<file path="config.mk">
export PLATFORM = sky130hd
export DESIGN_NAME = uart_tx_arbiter
export DESIGN_NICKNAME = d
export VERILOG_FILES = /design/src/rtl/uart_arb_pkg.sv /design/src/rtl/uart_tx_arbiter_rr_pick.sv /design/src/rtl/uart_tx_arbiter.sv
export SDC_FILE = /design/constraint.sdc
export NUM_CORES = 1
export LEC_CHECK = 0
export CAP_MARGIN = 20
export CORE_MARGIN = 2
export CORE_UTILIZATION = 29
export DETAILED_ROUTE_END_ITERATION = 8
export GPL_TIMING_DRIVEN = 0
export SYNTH_ARGS = -nofsm -noshare
export SYNTH_HDL_FRONTEND = slang
export SYNTH_SLANG_ARGS = --single-unit
</file>
<file path="constraint.sdc">
create_clock -name clk -period 4.05 [get_ports clk]
set_input_delay 0.405 -clock clk [delete_from_list [all_inputs] [get_ports clk]]
set_output_delay 0.405 -clock clk [all_outputs]
set_load 0.01 [all_outputs]
</file>
<file path="src/rtl/uart_arb_pkg.sv">
// Shared definitions for the UART transmit arbiter.
// State encoding, default sizing and ASCII constants.
package uart_arb_pkg;

    typedef enum logic [2:0] {
        S_IDLE      = 3'd0,
        S_GRANT     = 3'd1,
        S_SEND      = 3'd2,
        S_WAIT_ACK  = 3'd3,
        S_WAIT_DONE = 3'd4
    } state_t;

    localparam int DEF_N_REQ   = 3;
    localparam int DEF_TIMEOUT = 1023;

    localparam logic [7:0] ASCII_SPACE = 8'h20;
    localparam logic [7:0] ASCII_STAR  = 8'h2A;

endpackage

</file>
<file path="src/rtl/uart_tx_arbiter_rr_pick.sv">
// Combinational round-robin picker.
// Searches circularly starting just after last_ptr.
module rr_pick
    import uart_arb_pkg::*;
#(
    parameter int N_REQ = DEF_N_REQ,
    parameter int PW    = $clog2(N_REQ)
) (
    input  logic [N_REQ-1:0] req,
    input  logic [PW-1:0]    last_ptr,
    output logic [PW-1:0]    pick,
    output logic             any_req
);

    always_comb begin
        int idx;
        idx     = 0;
        pick    = '0;
        any_req = 1'b0;
        for (int k = 1; k <= N_REQ; k++) begin
            idx = (int'(last_ptr) + k) % N_REQ;
            if (!any_req && req[idx]) begin
                any_req = 1'b1;
                pick    = PW'(idx);
            end
        end
    end

endmodule

</file>
<file path="src/rtl/uart_tx_arbiter.sv">
// Packet-level round-robin arbiter in front of one UART transmitter.
// Forwards bytes with a start/busy handshake and a stall timeout.
module uart_tx_arbiter
    import uart_arb_pkg::*;
#(
    parameter int N_REQ   = DEF_N_REQ,
    parameter int TIMEOUT = DEF_TIMEOUT,
    parameter int CNT_W   = 16
) (
    input  logic               clk,
    input  logic               rst_n,
    input  logic [N_REQ-1:0]   req,
    input  logic [8*N_REQ-1:0] src_data,
    input  logic [N_REQ-1:0]   src_valid,
    input  logic [N_REQ-1:0]   src_last,
    output logic [N_REQ-1:0]   src_ready,
    output logic [N_REQ-1:0]   grant,
    output logic               uart_start,
    output logic [7:0]         uart_data,
    input  logic               uart_busy,
    output logic               timeout_err
);

    localparam int PW = $clog2(N_REQ);

    state_t             state_q, state_d;
    logic [N_REQ-1:0]   grant_q, grant_d;
    logic [PW-1:0]      ptr_q, ptr_d;
    logic [CNT_W-1:0]   cnt_q, cnt_d;
    logic               last_q, last_d;
    logic [7:0]         data_q, data_d;
    logic               terr_q, terr_d;

    logic [PW-1:0]      pick;
    logic               any_req;
    logic               g_valid;
    logic               g_req;
    logic               g_last;
    logic [7:0]         g_data;
    logic               expired;

    rr_pick #(.N_REQ(N_REQ), .PW(PW)) u_pick (
        .req      (req),
        .last_ptr (ptr_q),
        .pick     (pick),
        .any_req  (any_req)
    );

    // ptr_q always names the current owner while a grant is held
    assign g_valid = src_valid[ptr_q];
    assign g_req   = req[ptr_q];
    assign g_last  = src_last[ptr_q];
    assign g_data  = src_data[{ptr_q, 3'b000} +: 8];
    assign expired = (cnt_q == CNT_W'(TIMEOUT - 1));

    always_comb begin
        state_d = state_q;
        grant_d = grant_q;
        ptr_d   = ptr_q;
        cnt_d   = '0;
        last_d  = last_q;
        data_d  = data_q;
        terr_d  = 1'b0;
        unique case (state_q)
            S_IDLE: begin
                if (any_req) begin
                    grant_d = N_REQ'(1) << pick;
                    ptr_d   = pick;
                    state_d = S_GRANT;
                end
            end
            S_GRANT: begin
                if (g_valid) begin
                    data_d  = g_data;
                    last_d  = g_last;
                    state_d = S_SEND;
                end else if (!g_req) begin
                    grant_d = '0;
                    state_d = S_IDLE;
                end else if (expired) begin
                    terr_d  = 1'b1;
                    grant_d = '0;
                    state_d = S_IDLE;
                end else begin
                    cnt_d = cnt_q + 1'b1;
                end
            end
            S_SEND: begin
                state_d = S_WAIT_ACK;
            end
            S_WAIT_ACK: begin
                if (uart_busy) begin
                    state_d = S_WAIT_DONE;
                end else if (expired) begin
                    terr_d  = 1'b1;
                    grant_d = '0;
                    state_d = S_IDLE;
                end else begin
                    cnt_d = cnt_q + 1'b1;
                end
            end
            S_WAIT_DONE: begin
                if (!uart_busy) begin
                    if (last_q) begin
                        grant_d = '0;
                        state_d = S_IDLE;
                    end else begin
                        state_d = S_GRANT;
                    end
                end
            end
            default: begin
                grant_d = '0;
                state_d = S_IDLE;
            end
        endcase
    end

    always_ff @(posedge clk or negedge rst_n) begin
        if (!rst_n) begin
            state_q <= S_IDLE;
            grant_q <= '0;
            ptr_q   <= PW'(N_REQ - 1);
            cnt_q   <= '0;
            last_q  <= 1'b0;
            data_q  <= 8'h00;
            terr_q  <= 1'b0;
        end else begin
            state_q <= state_d;
            grant_q <= grant_d;
            ptr_q   <= ptr_d;
            cnt_q   <= cnt_d;
            last_q  <= last_d;
            data_q  <= data_d;
            terr_q  <= terr_d;
        end
    end

    assign src_ready   = (state_q == S_GRANT) ? grant_q : '0;
    assign grant       = grant_q;
    assign uart_start  = (state_q == S_SEND);
    assign uart_data   = data_q;
    assign timeout_err = terr_q;

endmodule

</file>
==> run summary, run 1 <==
Post-CTS setup buffers = 0
Syn Nets = 274
Leakage power of the design = 1.222 nW
CP Capture Type = register
Root buf cell = clkbuf_8
Pwr dens = 600.4 mW/mm^2
GR Util met1 = 0.1825
Clock slew at reported path FFs = 0.07 ns
Netlist Area Pre-Place = 0.002108 mm^2
Drt pass-1 iters = 4
Met3 global-route usage = 0.03232
Final Hold Viols = 0
Worst IR Drop VDD = 0.2181 mV
Final #Nets = 331
Layout area overhead = 34.42%
Wire length per cell = 12.58 um
CTS sink cnt = 34
Clock skew = 0.006130 ns
CTS resizes = 0
Ys async rst share = 1.000
DRT iter0 DRCs = 104
Grt total ovfl = 0
CTS Buffer Depth = 2
Total wire length = 4906 um
Synth Flop Type = dfrtp_1
Final ANT Viol Nets = 0
TritonCTS Buffers = 5
Final min period = 2.636 ns
CP required = 4.25 ns
H-tree levels = 2
I/O pins = 52
Fin. max-slew vios = 0
Sw Ratio = 0.3903
Grt peak-use layer = met2
Dpl hpwl = 3691 um
Avg Synthesized Cell Area = 9.048 um^2
Initial antenna violation count = 0
EDFF count, synth = 0
Worst R2R End = grant[2]
First-pass GRT wire length = 8314 um
Initial Util = 0.2954
Share of layout cells above drive strength 1 = 0.08935
Final Cycle Share = 0.6510
Max Fclk = 379.3 MHz
Reg2reg path depth = 8
Setup crit start kind = register
Setup TNS Final = 0 ns
Dpl cells = 382
Worst-Skew Late Latency = 0.29 ns
Yosys cell types = 50
Die Y = 89.27 um
Core area = 0.007137 mm^2
Vias = 1856
DRC errors left = 0
Outcome = completed
HP Class = in -> async
Sequential share of power = 0.287
Vias in the first global route = 1804
Unrepaired setup endpoints after global routing = false
Reg2Reg Setup Slack = 1.41 ns
Critical path class = reg -> reg
Clock power share = 0.178
Sequential share of the synthesized area = 0.4042
CP arrival = 2.84 ns
Final Non-Filler Cells = 390
Final setup fails = 0
P_int = 1.037 mW
Worst r2r src = ptr_q[0]
Vias per Instance = 4.759
Slew @ Worst Pin = 0.7656 ns
Die width = 89.27 um
GRT Util Overall = 0.1346
Gate Count Post-Synth = 233
Met2 track demand over resource = 0.2074
Routability cong. = 0.8546
Number of max-cap violations = 0
CTS tree = done
Die ar. = 0.007968 mm^2
Max_slew headroom = 0.4896
Floorplan row count = 31
Gate power share = 0.535
Yosys warnings = 0
Seq cells post-synth = 34
Ant diodes = 0
PortBufs = 50
Largest net degree at the start of global routing = 35
Switching power = 0.6641 mW
Critical path peak fanout = 10
Cts-stage hold buffer count = 0
Layout Utilization = 0.3971
==> layer usage <==
layer | routed length, um | part of all wire | vias up
li1 | - | - | 931
met1 | 2282 | 0.47 | 859
met2 | 2287 | 0.47 | 66
met3 | 335 | 0.068 | 0
met4 | 0 | 0 | 0
met5 | 0 | 0 | -
==> flip-flops by register name, summed over array words and instances, names as in the netlist <==
name         flops
state_q          3
cnt_q           16
timeout_err      1
grant            3
ptr_q            2
uart_data        8
last_q           1
==> cells by family (layout without fill, tap and decap cells) <==
group / Yosys count / after routing / share of synthesized area
compound gates: 45 / 45 / 0.1383
xor+xnor: 14 / 14 / 0.05816
fa+ha+maj: 5 / 5 / 0.02967
buf+inv: 24 / 82 / 0.06468
flops: 34 / 34 / 0.4042
mux: 15 / 15 / 0.07181
simple gates: 96 / 96 / 0.2332
==> power groups by stage <==
stage          Clock [mW]  Combinational, mW  Sequential, mW
3_5_place_dp            0              0.914           0.497
4_1_cts             0.312              0.919           0.491
6_report            0.303              0.910           0.489
5_1_grt             0.327               1.02           0.503
3_3_place_gp            0              0.909           0.494
2_1_floorplan           0              0.611           0.499
==> worst max-delay path: stages (launching register included) <==
cell     delay (ns)
dfrtp_1        0.47
buf_1          0.36
inv_1          0.11
ha_1           0.43
mux2i_1        0.23
nor2_1         0.07
nor3_1         0.36
mux2_2         0.39
o22ai_1        0.13
==> cell usage in the layout (no fill, tap or decap), drive strengths merged, types with 2 or more instances in the layout <==
cell type / n
clkdlybuf4s50: 49
dfrtp: 33
nor2: 32
nand2: 19
a21oi: 15
mux2i: 14
o21ai: 13
inv: 12
xor2: 11
nand3: 10
buf: 10
clkbuf: 10
and3: 9
nor2b: 6
nor3: 6
ha: 5
and4: 3
xnor2: 3
o221ai: 3
o2bb2ai: 2
nand4: 2
o21a: 2
o211ai: 2
nand2b: 2
or3: 2
==> worst max-delay path by stage <==
stage | startpoint | endpoint
finish | ptr_q[0] | grant[2]
global route | ptr_q[0] | grant[2]
CTS | ptr_q[0] | grant[2]
detailed placement | ptr_q[0] | ptr_q[1]
global placement | ptr_q[0] | grant[2]
floorplan | ptr_q[0] | ptr_q[1]
==> synthesized netlist by cell type (2+ instances only) <==
| master | number | area share |
|---|---|---|
| xnor2_1 | 3 | 0.012 |
| nand4_1 | 2 | 0.0059 |
| and4_1 | 3 | 0.012 |
| o21a_1 | 2 | 0.0071 |
| mux2i_1 | 14 | 0.066 |
| nor2_1 | 32 | 0.057 |
| ha_1 | 5 | 0.030 |
| dfrtp_1 | 33 | 0.39 |
| nor2b_1 | 5 | 0.015 |
| o21ai_0 | 12 | 0.028 |
| clkbuf_1 | 3 | 0.0053 |
| buf_4 | 2 | 0.0071 |
| nand2_1 | 19 | 0.034 |
| o2bb2ai_1 | 2 | 0.0083 |
| nand3_1 | 9 | 0.021 |
| inv_1 | 12 | 0.021 |
| o221ai_1 | 3 | 0.012 |
| xor2_1 | 11 | 0.046 |
| a21oi_1 | 14 | 0.033 |
| and3_1 | 9 | 0.027 |
| nor3_1 | 5 | 0.012 |
| buf_6 | 5 | 0.027 |
==> per-stage QoR <==
step | cell area (um^2) | worst slack [ns] | total power, mW | hold WS [ns]
6_report | 2834 | 1.414 | 1.702 | 0.1888
3_3_place_gp | 2733 | 1.409 | 1.403 | 0.4615
5_1_grt | 2834 | 1.176 | 1.851 | 0.2497
4_1_cts | 2834 | 1.396 | 1.722 | 0.2204
2_1_floorplan | 2108 | 1.773 | 1.110 | 0.1094
3_5_place_dp | 2728 | 1.427 | 1.411 | 0.4699
==> final cells by class <==
cell class                      count  area, um^2
Timing Repair Buffer               50       495.5
Tap cell                           99       123.9
Multi-Input combinational cell    175        1120
Fill cell                         760        4303
Clock inverter                      1       30.03
Clock buffer                        7       76.32
Sequential cell                    34       852.1
Buffer                             12       91.34
Inverter                           12       45.04
(Power assumes the default switching activity.)
==> run 2: changes to the inputs <==
- clock period: 4.05 -> 2.7 ns (I/O delays scaled with it)
==> run summary, run 2 (synthesized netlist as in run 1, its figures left out) <==
DRC errors left = 0 (unchanged)
Final #Nets = 331 (unchanged)
Vias in the first global route = 1804 (unchanged)
HP Class = in -> async (unchanged)
Unrepaired setup endpoints after global routing = false (unchanged)
DRT iter0 DRCs = 101 (was 104)
Worst R2R End = grant[2] (unchanged)
CP Capture Type = register (unchanged)
Max Fclk = 401.7 MHz (was 379.3 MHz)
Critical path peak fanout = 10 (unchanged)
CP peak stage delay = 0.47 ns (about the same)
Share of layout cells above drive strength 1 = 0.09278 (was 0.08935)
Fin. max-slew vios = 0 (unchanged)
Outcome = completed (unchanged)
Setup TNS Final = 0 ns (unchanged)
Reg2Reg Setup Slack = 0.21 ns (was 1.41 ns)
Sequential share of power = 0.287 (about the same)
PortBufs = 50 (unchanged)
Final ANT Viol Nets = 0 (unchanged)
Leakage power of the design = 1.225 nW (was 1.222 nW)
Sw Ratio = 0.3901 (was 0.3903)
Ant diodes = 0 (unchanged)
Multi-input combinational cell area = 0.001120 mm^2 (unchanged)
Most common cell after layout, fill and taps aside = clkdlybuf4s50_1 (unchanged)
I/O pins = 52 (unchanged)
Setup crit start = ptr_q[0] (unchanged)
CP arrival = 2.69 ns (was 2.84 ns)
Initial antenna violation count = 0 (unchanged)
Worst IR Drop VDD = 0.3272 mV (was 0.2181 mV)
Largest net degree at the start of global routing = 35 (unchanged)
Max reg flops = 16 (unchanged)
Dpl cell area = 0.002728 mm^2 (unchanged)
Final Non-Filler Cells = 390 (unchanged)
Clock slew at reported path FFs = 0.07 ns (about the same)
Drt pass-1 iters = 4 (unchanged)
Clock power share = 0.178 (about the same)
PnR worst setup slack = 0.2104 ns (was 1.414 ns)
Biggest register = cnt_q (unchanged)
TritonCTS Buffers = 5 (unchanged)
Sequential Area = 852.1 um^2 (unchanged)
Clock skew = 0.006024 ns (was 0.006130 ns)
Core area = 0.007137 mm^2 (unchanged)
Final Cycle Share = 0.9221 (was 0.6510)
Reg2reg path depth = 8 (unchanged)
Floorplan row count = 31 (unchanged)
Number of max-cap violations = 0 (unchanged)
Layout fillers = 759 (was 760)
Die Y = 89.27 um (unchanged)
CTS Buffer Depth = 2 (unchanged)
First-pass GRT wire length = 8314 um (unchanged)
Pre-CTS setup slack = 0.07747 ns (was 1.427 ns)
Initial Util = 0.2954 (unchanged)
Grt total ovfl = 0 (unchanged)
Slew @ Worst Pin = 0.7657 ns (was 0.7656 ns)
Final setup fails = 0 (unchanged)
Root buf cell = clkbuf_8 (unchanged)
Final min period = 2.490 ns (was 2.636 ns)
CTS tree = done (unchanged)
Max_slew headroom = 0.4895 (was 0.4896)
Wire length per cell = 12.58 um (about the same)
Gate power share = 0.535 (about the same)
Post-CTS setup buffers = 0 (unchanged)
Die width = 89.27 um (unchanged)
GRT Util Overall = 0.1346 (unchanged)
Crit path max-delay cell type = dfrtp_1 (unchanged)
Routability cong. = 0.8546 (unchanged)
Total wire length = 4905 um (was 4906 um)
Critical path class = reg -> reg (unchanged)
Pwr dens = 900.7 mW/mm^2 (was 600.4 mW/mm^2)
CTS sink cnt = 34 (unchanged)
Dpl hpwl = 3691 um (unchanged)
Vias per Instance = 4.759 (unchanged)
CP endpoint = grant[2] (unchanged)
Setup crit start kind = register (unchanged)
Post-route cell area = 0.002835 mm^2 (was 0.002834 mm^2)
Most frequent cells in the layout = clkdlybuf4s50_1, dfrtp_1, nor2_1, nand2_1 (unchanged)
Layout area overhead = 34.48% (was 34.42%)
Worst-Skew Late Latency = 0.29 ns (about the same)
Cells along the critical path = clkbuf_2 > inv_1 > ha_1 > mux2i_1 > nor2_1 > nor3_1 > mux2_2 > o22ai_1 (was buf_1 > inv_1 > ha_1 > mux2i_1 > nor2_1 > nor3_1 > mux2_2 > o22ai_1)
Final Hold Viols = 0 (unchanged)
Worst r2r src = ptr_q[0] (unchanged)
Vias = 1856 (unchanged)
H-tree levels = 2 (unchanged)
Die ar. = 0.007968 mm^2 (unchanged)
Switching power = 0.9961 mW (was 0.6641 mW)
Dpl cells = 382 (unchanged)
CP required = 2.90 ns (was 4.25 ns)
P_int = 1.558 mW (was 1.037 mW)
[run 2: repair_timing]
action / CTS / global route
endpoints found under the setup margin: 0 / 6
hold buffers: 0 / 0
resized for setup: 0 / 1
[run 2: layout make-up]
class / instances / area share
clock buffers: 7 / 0.02692
repair buffers: 50 / 0.1748
flip-flops and latches: 34 / 0.3005
well taps: 99 / 0.04369
clock inverters: 1 / 0.01059
multi-input cells: 175 / 0.3950
plain buffers: 12 / 0.03266
inverters: 12 / 0.01589
[run 2: how the worst min path moves through the flow]
stage | cells after the start | end
after floorplan | 0 | cnt_q[0]
after global placement | 2 | uart_data[4]
after detailed placement | 1 | cnt_q[9]
after CTS | 1 | cnt_q[6]
after global routing | 1 | cnt_q[6]
final | 1 | cnt_q[6]
[run 2: metal layers]
metal / global-route usage / wire length (um)
met1: 0.1825 / 2282
met4: 0.05292 / 0
met5: 0 / 0
met3: 0.03232 / 335
met2: 0.2074 / 2287
[run 2: critical path, delay by kind of cell (launching register included)]
| kind | cells | cell delay (ns) |
|---|---|---|
| mux | 2 | 0.62 |
| flops | 1 | 0.47 |
| simple gates | 2 | 0.43 |
| fa+ha+maj | 1 | 0.42 |
| buf+inv | 2 | 0.34 |
| compound gates | 1 | 0.13 |
[run 2: stage by stage]
stage                     power, mW  utilization  hold slack (ns)
after floorplan               1.665            -         -0.02559
after global placement        2.105       0.3829           0.4615
after detailed placement      2.117       0.3822           0.3959
after CTS                     2.583       0.3971          0.08541
after global routing          2.777       0.3973           0.1147
final                         2.554       0.3973          0.05382
[run 2: power by group through the flow]
| stage | logic [mW] | clock network [mW] | registers, mW |
|---|---|---|---|
| 2_1_floorplan | 0.916 | 0 | 0.749 |
| 3_3_place_gp | 1.36 | 0 | 0.741 |
| 3_5_place_dp | 1.37 | 0 | 0.745 |
| 4_1_cts | 1.38 | 0.468 | 0.737 |
| 5_1_grt | 1.53 | 0.490 | 0.755 |
| 6_report | 1.37 | 0.455 | 0.733 |
==> run 3: changes to the inputs <==
- RECOVER_POWER: default -> 100
==> run summary, run 3 (synthesized netlist as in run 1, its figures left out) <==
Outcome = complete, but fails checks (was completed)
Failing checks = max-capacitance violations, max-slew violations
Final setup fails = 0 (unchanged)
Layout Utilization = 0.3941 (was 0.3973)
Die width = 89.27 um (unchanged)
CP arrival = 2.68 ns (was 2.69 ns)
Vias = 1855 (was 1856)
Max reg flops = 16 (unchanged)
Post-CTS setup buffers = 0 (unchanged)
Layout fillers = 765 (was 759)
I/O pins = 52 (unchanged)
Vias per Instance = 4.756 (was 4.759)
PnR worst setup slack = 0.2220 ns (was 0.2104 ns)
Die ar. = 0.007968 mm^2 (unchanged)
DRC errors left = 0 (unchanged)
GRT Util Overall = 0.1346 (unchanged)
CP required = 2.90 ns (about the same)
TritonCTS Buffers = 5 (unchanged)
Routability cong. = 0.8546 (unchanged)
Pwr dens = 887.7 mW/mm^2 (was 900.7 mW/mm^2)
Dpl hpwl = 3691 um (unchanged)
HP Class = in -> reg (was in -> async)
Max_slew headroom = -0.2202 (was 0.4895)
Final Cycle Share = 0.9178 (was 0.9221)
Clock slew at reported path FFs = 0.06 ns (was 0.07 ns)
Total wire length = 4905 um (unchanged)
Reg2reg path depth = 8 (unchanged)
Critical path peak fanout = 10 (unchanged)
Most frequent cells in the layout = dfrtp_1, clkdlybuf4s50_1, nor2_1, nand2_1, dlygate4sd3_1 (was clkdlybuf4s50_1, dfrtp_1, nor2_1, nand2_1)
Critical path class = reg -> reg (unchanged)
Root buf cell = clkbuf_8 (unchanged)
Crit path max-delay cell type = dfrtp_1 (unchanged)
Setup crit start = ptr_q[0] (unchanged)
Ant diodes = 0 (unchanged)
Wire length per cell = 12.58 um (unchanged)
CTS tree = done (unchanged)
Tot Pwr = 2.497 mW (was 2.554 mW)
Gate power share = 0.525 (was 0.535)
Grt total ovfl = 0 (unchanged)
Worst path depth = 8 (unchanged)
Leakage power of the design = 1.253 nW (was 1.225 nW)
Clock power share = 0.182 (was 0.178)
Final ANT Viol Nets = 0 (unchanged)
Cells along the critical path = clkbuf_2 > inv_1 > ha_1 > nand2b_2 > a21oi_2 > nor3_1 > mux2_2 > o22ai_1 (was clkbuf_2 > inv_1 > ha_1 > mux2i_1 > nor2_1 > nor3_1 > mux2_2 > o22ai_1)
Max Fclk = 403.6 MHz (was 401.7 MHz)
PortBufs = 50 (unchanged)
Switching power = 0.9831 mW (was 0.9961 mW)
Layout area overhead = 33.41% (was 34.48%)
Sequential Area = 852.1 um^2 (unchanged)
CP top delay family = simple AND/OR/NAND/NOR gates (was multiplexers)
Setup TNS Final = 0 ns (unchanged)
Final Hold Viols = 0 (unchanged)
DRT iter0 DRCs = 88 (was 101)
P_int = 1.514 mW (was 1.558 mW)
Worst-Skew Late Latency = 0.29 ns (about the same)
Pre-CTS setup slack = 0.07747 ns (unchanged)
Worst R2R End = grant[2] (unchanged)
Fin. max-slew vios = 35 (was 0)
Slew @ Worst Pin = 1.830 ns (was 0.7657 ns)
Initial antenna violation count = 0 (unchanged)
Dpl cell area = 0.002728 mm^2 (unchanged)
Vias in the first global route = 1804 (unchanged)
CTS Buffer Depth = 2 (unchanged)
Drt pass-1 iters = 4 (unchanged)
H-tree levels = 2 (unchanged)
Setup crit start kind = register (unchanged)
Floorplan row count = 31 (unchanged)
Initial Util = 0.2954 (unchanged)
Number of max-cap violations = 1 (was 0)
Multi-input combinational cell area = 0.001102 mm^2 (was 0.001120 mm^2)
Sw Ratio = 0.3937 (was 0.3901)
Post-route cell area = 0.002813 mm^2 (was 0.002835 mm^2)
Die Y = 89.27 um (unchanged)
Reg2Reg Setup Slack = 0.22 ns (was 0.21 ns)
Biggest register = cnt_q (unchanged)
CP Capture Type = register (unchanged)
Worst IR Drop VDD = 0.3274 mV (was 0.3272 mV)
CP endpoint = grant[2] (unchanged)
Clock skew = 0.006268 ns (was 0.006024 ns)
Largest net degree at the start of global routing = 35 (unchanged)
CTS sink cnt = 34 (unchanged)
CP peak stage delay = 0.47 ns (about the same)
CP bufs+invs = 2 (unchanged)
Worst r2r src = ptr_q[0] (unchanged)
Final #Nets = 331 (unchanged)
Final min period = 2.478 ns (was 2.490 ns)
Core area = 0.007137 mm^2 (unchanged)
Sequential share of power = 0.292 (was 0.287)
Unrepaired setup endpoints after global routing = false (unchanged)
First-pass GRT wire length = 8314 um (unchanged)
Share of layout cells above drive strength 1 = 0.07216 (was 0.09278)
==> run 3: power by group through the flow <==
stage / clock, mW / combinational, mW / sequential, mW
3_3_place_gp: 0 / 1.36 / 0.741
2_1_floorplan: 0 / 0.916 / 0.749
3_5_place_dp: 0 / 1.37 / 0.745
6_report: 0.455 / 1.31 / 0.730
5_1_grt: 0.490 / 1.48 / 0.753
4_1_cts: 0.468 / 1.38 / 0.737
==> run 3: worst min-delay path by stage <==
stage,from,to,slack (ns),cells past startpoint
floorplan,rst_n,cnt_q[0],-0.03,0
global placement,uart_data[4],uart_data[4],0.46,2
detailed placement,rst_n,cnt_q[9],0.40,1
CTS,rst_n,cnt_q[6],0.09,1
global route,req[1],ptr_q[0],0.36,3
finish,req[1],grant[1],0.35,3
==> run 3: area by class of cell <==
cell class              instances  area share
inverters                      12     0.01601
well taps                      99     0.04404
multi-input cells             175      0.3919
flip-flops and latches         34      0.3029
clock inverters                 1     0.01068
plain buffers                  12     0.03158
repair buffers                 50      0.1757
clock buffers                   7     0.02714
==> run 3: worst register-to-register path, stage by stage, from the launching register on <==
cell	delay, ns
dfrtp_1	0.47
clkbuf_2	0.26
inv_1	0.08
ha_1	0.42
nand2b_2	0.20
a21oi_2	0.07
nor3_1	0.38
mux2_2	0.39
o22ai_1	0.13
==> run 3: what timing repair did <==
item,4_1_cts,5_1_grt
gates resized for setup,0,1
setup endpoints to repair,0,6
hold endpoints to repair,0,0
hold buffers,0,0
==> run 3: layer usage <==
metal	wire [um]	vias up	track usage
met4	92	0	0.05292
met5	0	-	0
met1	2335	860	0.1825
met3	306	9	0.03232
met2	2171	59	0.2074
li1	-	927	-
==> run 3: metrics by stage <==
stage / std cells / hold slack [ns]
CTS: 390 / 0.08541
global route: 390 / 0.3604
finish: 390 / 0.3469
detailed placement: 382 / 0.3959
global placement: 382 / 0.4615
floorplan: 233 / -0.02559
==> RTL edit 1, RTL diff (flow settings as in run 2) <==
Set the parameter `CNT_W` to 12 (it was 16).
--- a/src/rtl/uart_tx_arbiter.sv
+++ b/src/rtl/uart_tx_arbiter.sv
@@ -7,3 +7,3 @@
     parameter int TIMEOUT = DEF_TIMEOUT,
-    parameter int CNT_W   = 16
+    parameter int CNT_W   = 12
 ) (
Check against the original RTL: no difference found for any inputs over 4 cycles, from zero or initial values and one cycle with rst_n low; that may be too few to reach the edited logic, so the function may still have changed.
==> RTL edit 1 against run 2 <==
Routed wire length decreased by 12%. Synthesized area fell by 11%. Global-route usage decreased by 0.83 points. Total power fell by 10%. Setup slack better by 0.060 ns. Cell area is 8.8% lower. Critical endpoint is now grant[0]. Critical path type unchanged. Sequential cell count shrank 4. Largest cell class unchanged.
==> RTL edit 1: results (changes against run 2) <==
status=completed; largest net degree at the start of global routing=18 (-49%); Layout Nets=308 (-6.9%); Initial DRC Count=78 (-23%); cell internal pwr=1.372 mW (-12%); clock skew=0.006566 ns (+0.0005427 ns); multiplexer area fraction after synthesis=7.559% (+0.38 points); number of global-route vias before repair=1589 (-12%); Peak VDD IR=0.3473 mV (+6.1%); final period utilization=89.98% (-2.2 points); FF-to-FF End=grant[0]; met1 usage=16.92% (-1.3 points); layout cell share with drive strength beyond 1=9.328% (+0.050 points); Yosys reg bits=30 (-12%); R2R setup slack=0.27 ns (+0.06 ns); leakage=1.064 nW (-13%); P_comb=1.26 mW (-8%); Hold Slack=0.4558 ns (+0.4020 ns); WL/cell=12.52 um (-0.42%); post-placement cell count=337 (-12%); Non-clk invs=9 (-3); sequential share of cell area=29.09% (-0.96 points); fillcell total=655 (-14%); synth top area cells=dfrtp_1, mux2i_1, nor2_1; Post-Route WL=4321 um (-12%); multi-input combinational area share=39.88% (+0.39 points); first-pass GRT wire length=7396 um (-11%)
-- RTL edit 1: cell types whose count changed in the layout (fill, tap and decap cells not counted), sizes merged, moves of 5 or more --
cell,delta
nand2b,+6
and3,-6
xor2,-6
nor2,-6
nand3,-6
nor2b,-5
-- RTL edit 1: critical path, cell delays in order, from the launching register on --
cell      delay [ns]
dfrtp_1         0.49
clkbuf_2        0.29
inv_1           0.07
ha_1            0.18
buf_2           0.17
a22o_1          0.19
a211oi_2        0.21
a31oi_2         0.12
o311a_1         0.43
o221ai_1        0.19
-- RTL edit 1: worst min path at each step --
stage | startpoint | endpoint | cells past startpoint
2_1_floorplan | rst_n | cnt_q[0] | 0
3_3_place_gp | uart_data[1] | uart_data[1] | 2
3_5_place_dp | uart_data[5] | uart_data[5] | 2
4_1_cts | uart_data[5] | uart_data[5] | 2
5_1_grt | uart_data[1] | uart_data[1] | 2
6_report | rst_n | cnt_q[2] | 1
==> RTL edit 2, RTL diff (flow settings as in run 2) <==
Without the edit above. Encoding of `state_t`: now one-hot (5 bits for 5 states).
--- a/src/rtl/uart_arb_pkg.sv
+++ b/src/rtl/uart_arb_pkg.sv
@@ -4,8 +4,8 @@
 
-    typedef enum logic [2:0] {
-        S_IDLE      = 3'd0,
-        S_GRANT     = 3'd1,
-        S_SEND      = 3'd2,
-        S_WAIT_ACK  = 3'd3,
-        S_WAIT_DONE = 3'd4
+    typedef enum logic [4:0] {
+        S_IDLE      = 5'b00001,
+        S_GRANT     = 5'b00010,
+        S_SEND      = 5'b00100,
+        S_WAIT_ACK  = 5'b01000,
+        S_WAIT_DONE = 5'b10000
     } state_t;
Behaviour: no difference found for any inputs over 4 cycles, from zero or initial values and one cycle with rst_n low; so few cycles prove little.
==> RTL edit 2 against run 2 <==
Total power down 0.32%. Sequential share of layout area down 0.52 points. Synthesized area up 11%. Highest routed layer is now met4. Routed wire length up 10%. Synthesized cell count up 9.4%. Critical path type unchanged. Sequential cell count up 2. Setup slack worse by 0.017 ns. Cell area up 7.9%.
==> RTL edit 2: results (changes against run 2) <==
status=completed; largest net degree at the start of global routing=37 (+5.7%); Power Clock=403 uW (-11%); FF-to-FF End=ptr_q[0]; R2R depth=9 (+1); cell internal pwr=1.542 mW (-1.0%); Design Area, Final=3059 um^2 (+7.9%); leakage=1.243 nW (+1.5%); pre-CTS setup slack=-0.1721 ns (-0.2495 ns); wire length on met1=2610 um (+14%); post-route non-filler standard cell count=414 (+6.2%); R2R setup slack=0.19 ns (-0.02 ns); met1 usage=18.60% (+0.35 points); met2 GRT Util=19.30% (-1.4 points); Post-synth top cells=nor2_1, dfrtp_1, o21ai_0; arrival time worst endpoint=2.72 ns (+0.03 ns); highest metal used=met4; synth top area cells=dfrtp_1, nor2_1, mux2i_1; metal2 WL=2360 um (+3.2%); final period utilization=92.84% (+0.63 points); Unique masters post-synth=58 (+16%); clock skew=0.002349 ns (-0.003675 ns); layout cell share with drive strength beyond 1=9.615% (+0.34 points); critical path's slowest cell=dfstp_2; CP startpoint=ptr_q[1]; Seq/Total Area, Yosys=38.75% (-1.7 points); routed wl met3=350 um (+4.5%); fillcell total=795 (+4.7%); Power Total=2.545 mW (-0.32%); PortBufs=51 (+2.0%); Clock Latency Late Sink=0.29 ns (about the same); number of global-route vias before repair=1891 (+4.8%); final RePlAce weighted congestion=0.8107 (-5.1%); part of the power in registers=29.3% (+0.6 points); Top Family by Delay on Critical Path=flip-flops; Slew @ Worst Pin=0.7762 ns (+0.01046 ns); vias=2050 (+10%)
==> RTL edit 2: cell count changes in the layout (fill, tap and decap cells not counted), moves of 3 or more <==
cell and change:
xor2_1 -3, a221oi_1 +3, and3_1 -6, buf_6 -4, nand2_1 -3, xnor2_1 +5
and2_1 +3, a22o_1 +3, nor2_1 +4, nor4_1 +3, nand2b_1 +3, o21ai_0 +5
==> RTL edit 2: what timing repair did <==
action | CTS | global route
buffers inserted | 0 | 0
setup endpoints to repair | 7 | 4
gates resized for setup | 1 | 1
hold buffers | 0 | 0
pin swaps | 0 | 0
==> RTL edit 2: area by class of cell <==
| cell class | count | area share (%) |
|---|---|---|
| Buffer | 9 | 2.945 |
| Clock buffer | 7 | 2.822 |
| Clock inverter | 1 | 0.2454 |
| Inverter | 13 | 1.595 |
| Multi-Input combinational cell | 195 | 42.17 |
| Sequential cell | 36 | 29.53 |
| Tap cell | 102 | 4.172 |
| Timing Repair Buffer | 51 | 16.52 |
==> RTL edit 2: worst min path at each step <==
stage	endpoint	slack [ns]	cells after the start
3_3_place_gp	uart_data[4]	0.46	2
3_5_place_dp	cnt_q[4]	0.42	1
5_1_grt	cnt_q[4]	0.13	1
6_report	cnt_q[4]	0.06	1
2_1_floorplan	cnt_q[0]	-0.03	0
4_1_cts	cnt_q[0]	0.1	1
==> RTL edit 2: cell families after synthesis <==
logic type	after synthesis	synth area share, %
DFF	36	38.75
buffers and inverters	24	6.119
muxes	15	6.548
xor gates and xnor gates	16	6.012
AOI/OAI and AO/OA	58	16.53
adders and majority gates	6	3.221
and+or+nand+nor	100	22.81
